--- src/rtl/panel_keys.sv ---
// Front-panel conditioner: synchronizes and debounces console keys and switches,
// and turns each key press into one fixed-width pulse behind a one-key interlock.
module panel_keys #(
   parameter int DEBOUNCE_CYCLES = 50000,
   parameter int PULSE_CYCLES    = 4
) (
   input  logic        clk,
   input  logic        rst,
   input  logic [6:0]  raw_keys,
   input  logic [11:0] raw_sr,
   input  logic [2:0]  raw_dfsr,
   input  logic [2:0]  raw_ifsr,
   input  logic        raw_sing_step,
   input  logic        raw_sing_inst,
   output logic        stop,
   output logic        start,
   output logic        load_addr,
   output logic        exam,
   output logic        dep,
   output logic        cont,
   output logic        step,
   output logic [11:0] sr,
   output logic [2:0]  dfsr,
   output logic [2:0]  ifsr,
   output logic        sing_step,
   output logic        sing_inst,
   output logic        key_busy,
   output logic [1:0]  dbg_state
);

   localparam int CW = (DEBOUNCE_CYCLES > 2) ? $clog2(DEBOUNCE_CYCLES) : 1;
   localparam logic [CW-1:0] C_LAST = CW'(DEBOUNCE_CYCLES - 1);
   localparam int PW = $clog2(PULSE_CYCLES + 1);
   localparam logic [PW-1:0] P_LOAD = PW'(PULSE_CYCLES);

   typedef enum logic [1:0] {
      S_IDLE    = 2'd0,
      S_PULSE   = 2'd1,
      S_RELEASE = 2'd2
   } state_t;

   // Synchronizers are left unreset so a key held through reset is still seen
   // as held the moment reset drops.
   logic [6:0]  r_ksync1, r_ksync2;
   logic [19:0] r_ssync1, r_ssync2;
   logic [19:0] w_sw_raw;

   assign w_sw_raw = {raw_sing_inst, raw_sing_step, raw_ifsr, raw_dfsr, raw_sr};

   always_ff @(posedge clk) begin
      r_ksync1 <= raw_keys;
      r_ksync2 <= r_ksync1;
      r_ssync1 <= w_sw_raw;
      r_ssync2 <= r_ssync1;
   end

   logic [6:0]    r_db;
   logic [CW-1:0] r_kcnt [7];

   always_ff @(posedge clk or posedge rst) begin
      if (rst) begin
         r_db <= '0;
         for (int i = 0; i < 7; i++) r_kcnt[i] <= '0;
      end else begin
         for (int i = 0; i < 7; i++) begin
            if (r_ksync2[i] == r_db[i]) begin
               r_kcnt[i] <= '0;
            end else if (r_kcnt[i] == C_LAST) begin
               r_db[i]   <= ~r_db[i];
               r_kcnt[i] <= '0;
            end else begin
               r_kcnt[i] <= r_kcnt[i] + CW'(1);
            end
         end
      end
   end

   // Bank debouncer: a change is the vector differing as it enters the second stage.
   logic [CW-1:0] r_scnt;
   logic [19:0]   r_sw;
   logic          w_sw_change;

   assign w_sw_change = (r_ssync1 != r_ssync2);

   always_ff @(posedge clk or posedge rst) begin
      if (rst) begin
         r_scnt <= '0;
         r_sw   <= '0;
      end else if (w_sw_change) begin
         r_scnt <= '0;
      end else if (r_scnt == C_LAST) begin
         r_sw <= r_ssync2;
      end else begin
         r_scnt <= r_scnt + CW'(1);
      end
   end

   assign {sing_inst, sing_step, ifsr, dfsr, sr} = r_sw;

   state_t        r_state, w_state_nxt;
   logic [PW-1:0] r_pcnt, w_pcnt_nxt;
   logic [6:0]    r_kout, w_kout_nxt;
   logic [6:0]    w_sel;
   logic          r_busy;

   // Highest bit wins: stop is bit 6, step is bit 0.
   always_comb begin
      w_sel = '0;
      for (int i = 0; i < 7; i++) begin
         if (r_db[i]) begin
            w_sel    = '0;
            w_sel[i] = 1'b1;
         end
      end
   end

   always_comb begin
      w_state_nxt = r_state;
      w_pcnt_nxt  = r_pcnt;
      w_kout_nxt  = r_kout;
      case (r_state)
         S_IDLE: begin
            if (|r_db) begin
               w_state_nxt = S_PULSE;
               w_pcnt_nxt  = P_LOAD;
               w_kout_nxt  = w_sel;
            end
         end
         S_PULSE: begin
            if (r_pcnt <= PW'(1)) begin
               w_state_nxt = S_RELEASE;
               w_pcnt_nxt  = '0;
               w_kout_nxt  = '0;
            end else begin
               w_pcnt_nxt = r_pcnt - PW'(1);
            end
         end
         S_RELEASE: begin
            // Also require the synchronized contacts low, so a key held through
            // reset (debounced state cleared) cannot re-arm the interlock.
            if ((r_db == 7'd0) && (r_ksync2 == 7'd0)) w_state_nxt = S_IDLE;
         end
         default: begin
            w_state_nxt = S_RELEASE;
            w_pcnt_nxt  = '0;
            w_kout_nxt  = '0;
         end
      endcase
   end

   always_ff @(posedge clk or posedge rst) begin
      if (rst) begin
         r_state <= S_RELEASE;
         r_pcnt  <= '0;
         r_kout  <= '0;
         r_busy  <= 1'b0;
      end else begin
         r_state <= w_state_nxt;
         r_pcnt  <= w_pcnt_nxt;
         r_kout  <= w_kout_nxt;
         r_busy  <= (w_state_nxt != S_IDLE);
      end
   end

   assign {stop, start, load_addr, exam, dep, cont, step} = r_kout;
   assign key_busy  = r_busy;
   assign dbg_state = r_state;

endmodule

--- config.mk ---
export PLATFORM = sky130hd
export DESIGN_NAME = panel_keys
export DESIGN_NICKNAME = d
export VERILOG_FILES = /design/src/rtl/panel_keys.sv
export SDC_FILE = /design/constraint.sdc
export NUM_CORES = 1
export LEC_CHECK = 0
export CORE_ASPECT_RATIO = 1.1
export CORE_UTILIZATION = 55
export CTS_BUF_LIST = sky130_fd_sc_hd__clkbuf_4
export CTS_CLUSTER_DIAMETER = 60
export CTS_CLUSTER_SIZE = 16
export DETAILED_ROUTE_END_ITERATION = 8
export PLACE_DENSITY = 0.75
export SKIP_LAST_GASP = 1
export SLEW_MARGIN = 30
export SYNTH_ARGS = -nofsm -noshare
export SYNTH_HDL_FRONTEND = slang
export SYNTH_SLANG_ARGS = --single-unit
--- constraint.sdc ---
create_clock -name clk -period 7 [get_ports clk]
set_clock_uncertainty 0.1 [all_clocks]
set_input_delay 1.4 -clock clk [delete_from_list [all_inputs] [get_ports clk]]
set_output_delay 1.4 -clock clk [all_outputs]
set_load 0.02 [all_outputs]
==> results.md, run 1 <==
* Via/cell ratio at 5.22
* Max Slew Vio Count at 0
* Global-route wire length before repair at 25.7 mm
* Mapped cell area at 8980 µm²
* Core area at 15900 µm²
* Synth Flop Type: dfrtp_1
* Leakage at between 4 and 5 nW
* Total global routing overflow at 0
* Crit path depth at 1
* Vias in the first global route at between 5000 and 6000
* Site Rows at 48
* Skew-Pair Late Insertion Delay at just over 0.6 ns
* Comb pwr share at 3.5%
* Die width at about 120 µm
* Synthesized flop and latch total at 222
* Sw Ratio at 21.7%
* WL per Instance at 13.3 µm
* Peak VDD IR at around 0.15 mV
* Ys Warns at 0
* Hold buffer count at CTS at 0
* Die area at ~17000 µm²
* GP Congestion at between 0.8 and 0.9
* Hold path endpoint: r_ksync2[2]$_DFF_P_
* Final period util at a little under half
* DRT antenna net count at 0
* Critical path origin: dbg_state[1]$_DFF_PP1_
* Part of the power in registers at 64.1%
* Worst setup path class: reg2out
* Mapped Cells at between 800 and 900
* Number of setup buffers added after CTS at 0
* Clock root cell: clkbuf_4
* R2R setup slack at 4.22 ns
* Worst r2r src: r_scnt[0]$_DFFE_PP0N_
* Largest net degree at the start of global routing at 99
* CP bufs+invs at 1
* Crit-path max cell delay at 0.61 ns
* Max_slew headroom at 49.0%
* F_max at ~300 MHz
* Hold Slack at ~0.24 ns
* 1st-pass router iterations at 6
* Total Negative Setup Slacks at 0 ns
* Least-Margin Pin Slew at 0.760 ns
* Worst-path clk slew at 0.15 ns
* Total global-route track usage at 18.8%
* Worst hold stages at 0
* Setup Viol. Count Final at 0
* Psw at between 0.0004 and 0.0005 W
* Crit-path slowest cell: dfstp_2
* Area Growth Syn to Fin at 12.2%
* Crit. End Element: output pin
* Worst path cell trace: clkdlybuf4s50_1
* Port-buffer cells at 58
* Post-synth EDFFs at 0
* P_int at 0.00162 W
* Worst R2R End: r_sw[9]$_DFFE_PP0P_
* Final #Nets at 928
* IO Pins at 59
* Startpoint Class: flop
* Clock power frac at 32.4%
* Num CTS Buffers at 18
* # resized after CTS at 0
* Hold Crit Start: r_ksync1[2]$_DFF_P_
* CP arrival at between 1.5 and 2 ns
* DRT Wirelength at approximately 15 mm
* Starting Density at 56.6%
* CTS tree: done
* DRC viols at 0
* Routed vias at 5744
* Syn Area/Cell at 11.0 µm²
* H-tree depth at 1
* Initial antenna violation count at 1
* Status: finished clean
* PwrDens at 205 nW/µm²
* FF-to-FF path depth at 6
* Synth cell types at between 40 and 50
* Layout cells sized above 1 at under 10%
* Synth Net Count at 859
* Die Ht at 136 µm
* Initial DRC Count at 285
* Core Util, Final at 63.6%
* Worst Hold Class: reg2reg
* Detailed Place HPWL at 9.97 mm
* CP max FO at 6
* Unrepaired setup endpoints after global routing: no
* CP top delay family: flip-flops
* Clock Tree Buf Depth at 3
* CP required at 5.50 ns
* Sequential share of the synthesized area at approximately three fifths
* Final Hold Viols at 0
* Clock Sinks at 222
* Maxcap violations at 0
* Period minus WS final at 3.33 ns
* FFs w/ async S/R, synth at 75.7%
==> power by group through the flow <==
stage	Sequential [W]	Combinational [W]	Clock (W)
CTS	0.00133	0.0000746	0.000698
global route	0.00133	0.0000845	0.000742
global placement	0.00135	0.0000726	0
finish	0.00133	0.0000723	0.000670
floorplan	0.00135	0.0000464	0
detailed placement	0.00135	0.0000744	0
==> state kept, by name, indices dropped and copies added (netlist names) <==
name and cells:
r_ksync2 7, key_busy 1, r_ssync1 20, r_scnt 16
r_ssync2 20, dbg_state 2, r_pcnt 3, r_kout 7
r_sw 20, r_kcnt 112, r_ksync1 7, r_db 7
==> metrics by stage <==
step	cells	area [µm²]	power [W]	setup slack (ns)
CTS	1100	10100	0.00210	3.61
global route	1101	10100	0.00216	3.57
floorplan	820	8980	0.00139	0.955
global placement	1069	9770	0.00142	3.40
finish	1101	10100	0.00207	3.67
detailed placement	1069	9770	0.00143	3.37
==> synthesized netlist by cell type, drive strengths merged, types with 3 or more instances <==
cell      n  area share [%]
dfxtp    54              12
nand2    55             2.4
mux2     27             3.4
nor4     15             1.0
nand4    16             1.1
nand3    60             3.3
o21ai     4            0.22
clkbuf    8            0.45
xor2     76             7.4
inv      16            0.67
and3     30             2.1
nor2    148             6.2
a22o      4            0.39
buf       3            0.22
nor4b     9            0.88
xnor2    64             6.2
dfrtp   167              47
ha       10             1.4
a21oi     3            0.17
nor3     35             2.0
==> area by class of cell <==
cell class	count	area, µm²
clock inverter	5	103
clock buffer	26	195
fill	1310	5780
multi-input combinational	571	3570
antenna	1	2.50
timing repair buffer	60	599
inverter	16	67.6
sequential	222	5290
tap	200	250
==> metal layers <==
layer,vias to the layer above,GRT usage (%),part of all wire (%)
met4,0,4.82,1.5
met2,64,30.1,46
met3,19,3.06,3.3
met1,2759,26.6,50
li1,2902,-,-
met5,-,0,0
==> how the worst max path moves through the flow <==
| stage | end | slack (ns) |
|---|---|---|
| CTS | dbg_state[1] | 3.61 |
| finish | dbg_state[1] | 3.67 |
| floorplan | dbg_state[0]$_DFF_PP0_ | 0.95 |
| global placement | r_kcnt[8]$_DFF_PP0_ | 3.40 |
| detailed placement | r_kcnt[8]$_DFF_PP0_ | 3.37 |
| global route | dbg_state[1] | 3.57 |
==> worst reg2reg max path, delay by kind of cell, from the launching register on <==
family / cells / cell delay (ns)
simple gates: 3 / 1.22
flops: 1 / 0.44
mux: 1 / 0.35
buf+inv: 1 / 0.34
fa+ha+maj: 1 / 0.21
==> logic make-up after synthesis <==
logic type / synth area share [%]
buffers and inverters: 1.34
multiplexers: 3.54
AO/OA/AOI/OAI: 1.28
AND/OR/NAND/NOR: 19.9
adder cells (fa/ha/maj): 1.39
flip-flops: 58.9
XOR/XNOR: 13.7
==> cell usage in the layout, fill, tap and decap left out, types with 2 or more instances in the layout <==
| master | instances |
|---|---|
| o21ai_0 | 3 |
| and3_1 | 29 |
| nand2b_1 | 2 |
| nor3_1 | 34 |
| inv_1 | 15 |
| a32o_1 | 2 |
| mux2_2 | 26 |
| clkbuf_4 | 26 |
| nand4_1 | 16 |
| xnor2_1 | 64 |
| a21oi_1 | 3 |
| clkdlybuf4s50_1 | 58 |
| nor4_1 | 15 |
| xor2_1 | 76 |
| dfxtp_1 | 54 |
| nand3_1 | 60 |
| a22o_1 | 4 |
| nor4b_1 | 9 |
| nor2_1 | 148 |
| ha_1 | 10 |
| bufinv_16 | 3 |
| nand2_1 | 54 |
| dfrtp_1 | 167 |
Note: power is estimated with default switching activity, not from simulation.
==> inputs of run 2 (changes only) <==
PLACE_DENSITY = 0.78   (was 0.75)
clock period = 2.8 ns   (was 7 ns; I/O delays follow)
==> run 2 against run 1 <==
Combinational power rose to 2.6 times the previous value. Routed wire length rose by 3.5%. Worst hold slack worse by 0.073 ns. Via count grew 1.4%. Register-to-register slack worse by 3.9 ns. Sequential share of layout area is 0.16 points lower. Critical path type is now reg2reg.
==> results.md, run 2 (synthesis gave the netlist of run 1 again) <==
* Least-Margin Pin Slew at 0.670 ns
* IO Pins at 59
* Port-buffer cells at 58
* CTS tree: done
* Worst R2R End: r_sw[2]$_DFFE_PP0P_
* H-tree depth at 1
* Unrepaired setup endpoints after global routing: no
* Placed inst area at 9830 µm²
* Maxcap violations at 0
* Clock root cell: clkbuf_4
* Layout cells sized above 1 at 7.97%
* Final period util at 90.3%
* Top reg by flops: r_kcnt
* Global-route wire length before repair at about 26 mm
* Number of setup buffers added after CTS at 0
* Num CTS Buffers at 18
* PwrDens at ~500 nW/µm²
* Core Util, Final at 63.8%
* F_max at between 300 and 400 MHz
* Placed cell count at 1072
* Total global-route track usage at 19.3%
* Worst Hold Class: in2async
* Crit. End Element: flop
* WL per Instance at 13.7 µm
* FF-to-FF path depth at 6
* CP arrival at a little under 3 ns
* Final instance area at approximately 10000 µm²
* Area Growth Syn to Fin at 12.6%
* Detailed Place HPWL at 10.7 mm
* Max Slew Vio Count at 0
* Die width at 124 µm
* Initial DRC Count at 365
* Core area at about 16000 µm²
* Initial antenna violation count at 1
* Leakage at ~4.4 nW
* GP Congestion at 0.794
* Starting Density at 56.6%
* Site Rows at 48
* Finished Layout Cells at roughly 1100
* Largest net degree at the start of global routing at 69
* DRC viols at 0
* Clock Tree Buf Depth at 3
* Hold buffer count at CTS at 0
* CP max FO at 12
* Max reg flops at roughly 110
* CP required at 3.19 ns
* Die Ht at 136 µm
* Critical path origin: r_scnt[0]$_DFFE_PP0N_
* Crit-path slowest cell: nor3_2
* Startpoint Class: flop
* 1st-pass router iterations at 4
* Peak VDD IR at 0.377 mV
* Worst r2r src: r_scnt[0]$_DFFE_PP0N_
* Filler instances at 1280
* Total Negative Setup Slacks at 0 ns
* Via/cell ratio at 5.28
* Setup Viol. Count Final at 0
* Final #Nets at 931
* R2R setup slack at 0.27 ns
* Tot Pwr at slightly above 0.005 W
* Skew-Pair Late Insertion Delay at 0.61 ns
* Max_slew headroom at 54.7%
* Clock Sinks at 222
* Final Hold Viols at 0
* Routed vias at between 5000 and 6000
* Worst-path clk slew at approximately 0.15 ns
* Crit-path max cell delay at roughly 0.5 ns
* Most common cell after layout, fill and taps aside: dfrtp_1
* DRT Wirelength at 15.2 mm
* Worst setup path class: reg2reg
* DRT antenna net count at 0
* Worst path cell trace: ha_1 > and3_1 > nand4_1 > nor3_2 > buf_4 > mux2_2
* Status: finished clean
* Period minus WS final at 2.53 ns
* Vias in the first global route at between 5000 and 6000
* Die area at around 17000 µm²
* Commonest cells after routing, fill and taps aside: dfrtp_1 (167), nor2_1 (148), xor2_1 (76)
* Total global routing overflow at 0
* # resized after CTS at 0
[run 2: final cells by class]
cell class	instances	area, µm²	share of cell area [%]
Antenna cell	1	2.50	0.0248
Clock buffer	27	203	2.00
Clock inverter	4	73.8	0.730
Inverter	16	63.8	0.631
Multi-Input combinational cell	571	3570	35.4
Sequential cell	222	5290	52.3
Tap cell	200	250	2.48
Timing Repair Buffer	63	656	6.49
[run 2: report_power, final]
part	internal [W]	switching, W	total [W]
logic	0.0000833	0.000107	0.000190
clock network	0.000636	0.000964	0.00160
registers	0.00326	0.0000534	0.00332
[run 2: worst max-delay path by stage]
| stage | endpoint | depth (start not counted) | slack (ns) |
|---|---|---|---|
| 2_1_floorplan | dbg_state[0]$_DFF_PP0_ | 1 | 0.00008 |
| 3_3_place_gp | r_sw[5]$_DFFE_PP0P_ | 6 | 0.49 |
| 3_5_place_dp | r_sw[6]$_DFFE_PP0P_ | 6 | 0.36 |
| 4_1_cts | dbg_state[1] | 1 | 0.22 |
| 5_1_grt | r_sw[19]$_DFFE_PP0P_ | 6 | 0.12 |
| 6_report | r_sw[2]$_DFFE_PP0P_ | 6 | 0.27 |
[run 2: through the flow]
| stage | hold slack (ns) | setup WS (ns) |
|---|---|---|
| floorplan | 0.210 | 0.0000766 |
| global placement | 0.213 | 0.486 |
| detailed placement | 0.212 | 0.360 |
| CTS | 0.104 | 0.219 |
| global route | 0.130 | 0.124 |
| finish | 0.164 | 0.272 |
[run 2: per-layer routing]
metal / wire (µm) / up-vias / global-route usage (%)
met4: 225 / 0 / 6.16
met3: 558 / 20 / 2.68
met5: 0 / - / 0
met1: 7150 / 2813 / 27.2
li1: - / 2899 / -
met2: 7250 / 92 / 30.9
[run 2: worst max-delay path, delay by kind of cell, from the launching register on]
family | cells | cell delay, ns
buffers and inverters | 1 | 0.30
multiplexers | 1 | 0.35
flip-flops | 1 | 0.45
AND/OR/NAND/NOR | 3 | 1.02
adder cells (fa/ha/maj) | 1 | 0.21
==> inputs of run 3 (changes only) <==
CAP_MARGIN = 20   (was unset)
==> results of run 3 <==
Same layout as run 2: the final DEF is identical, and so are final timing and power.
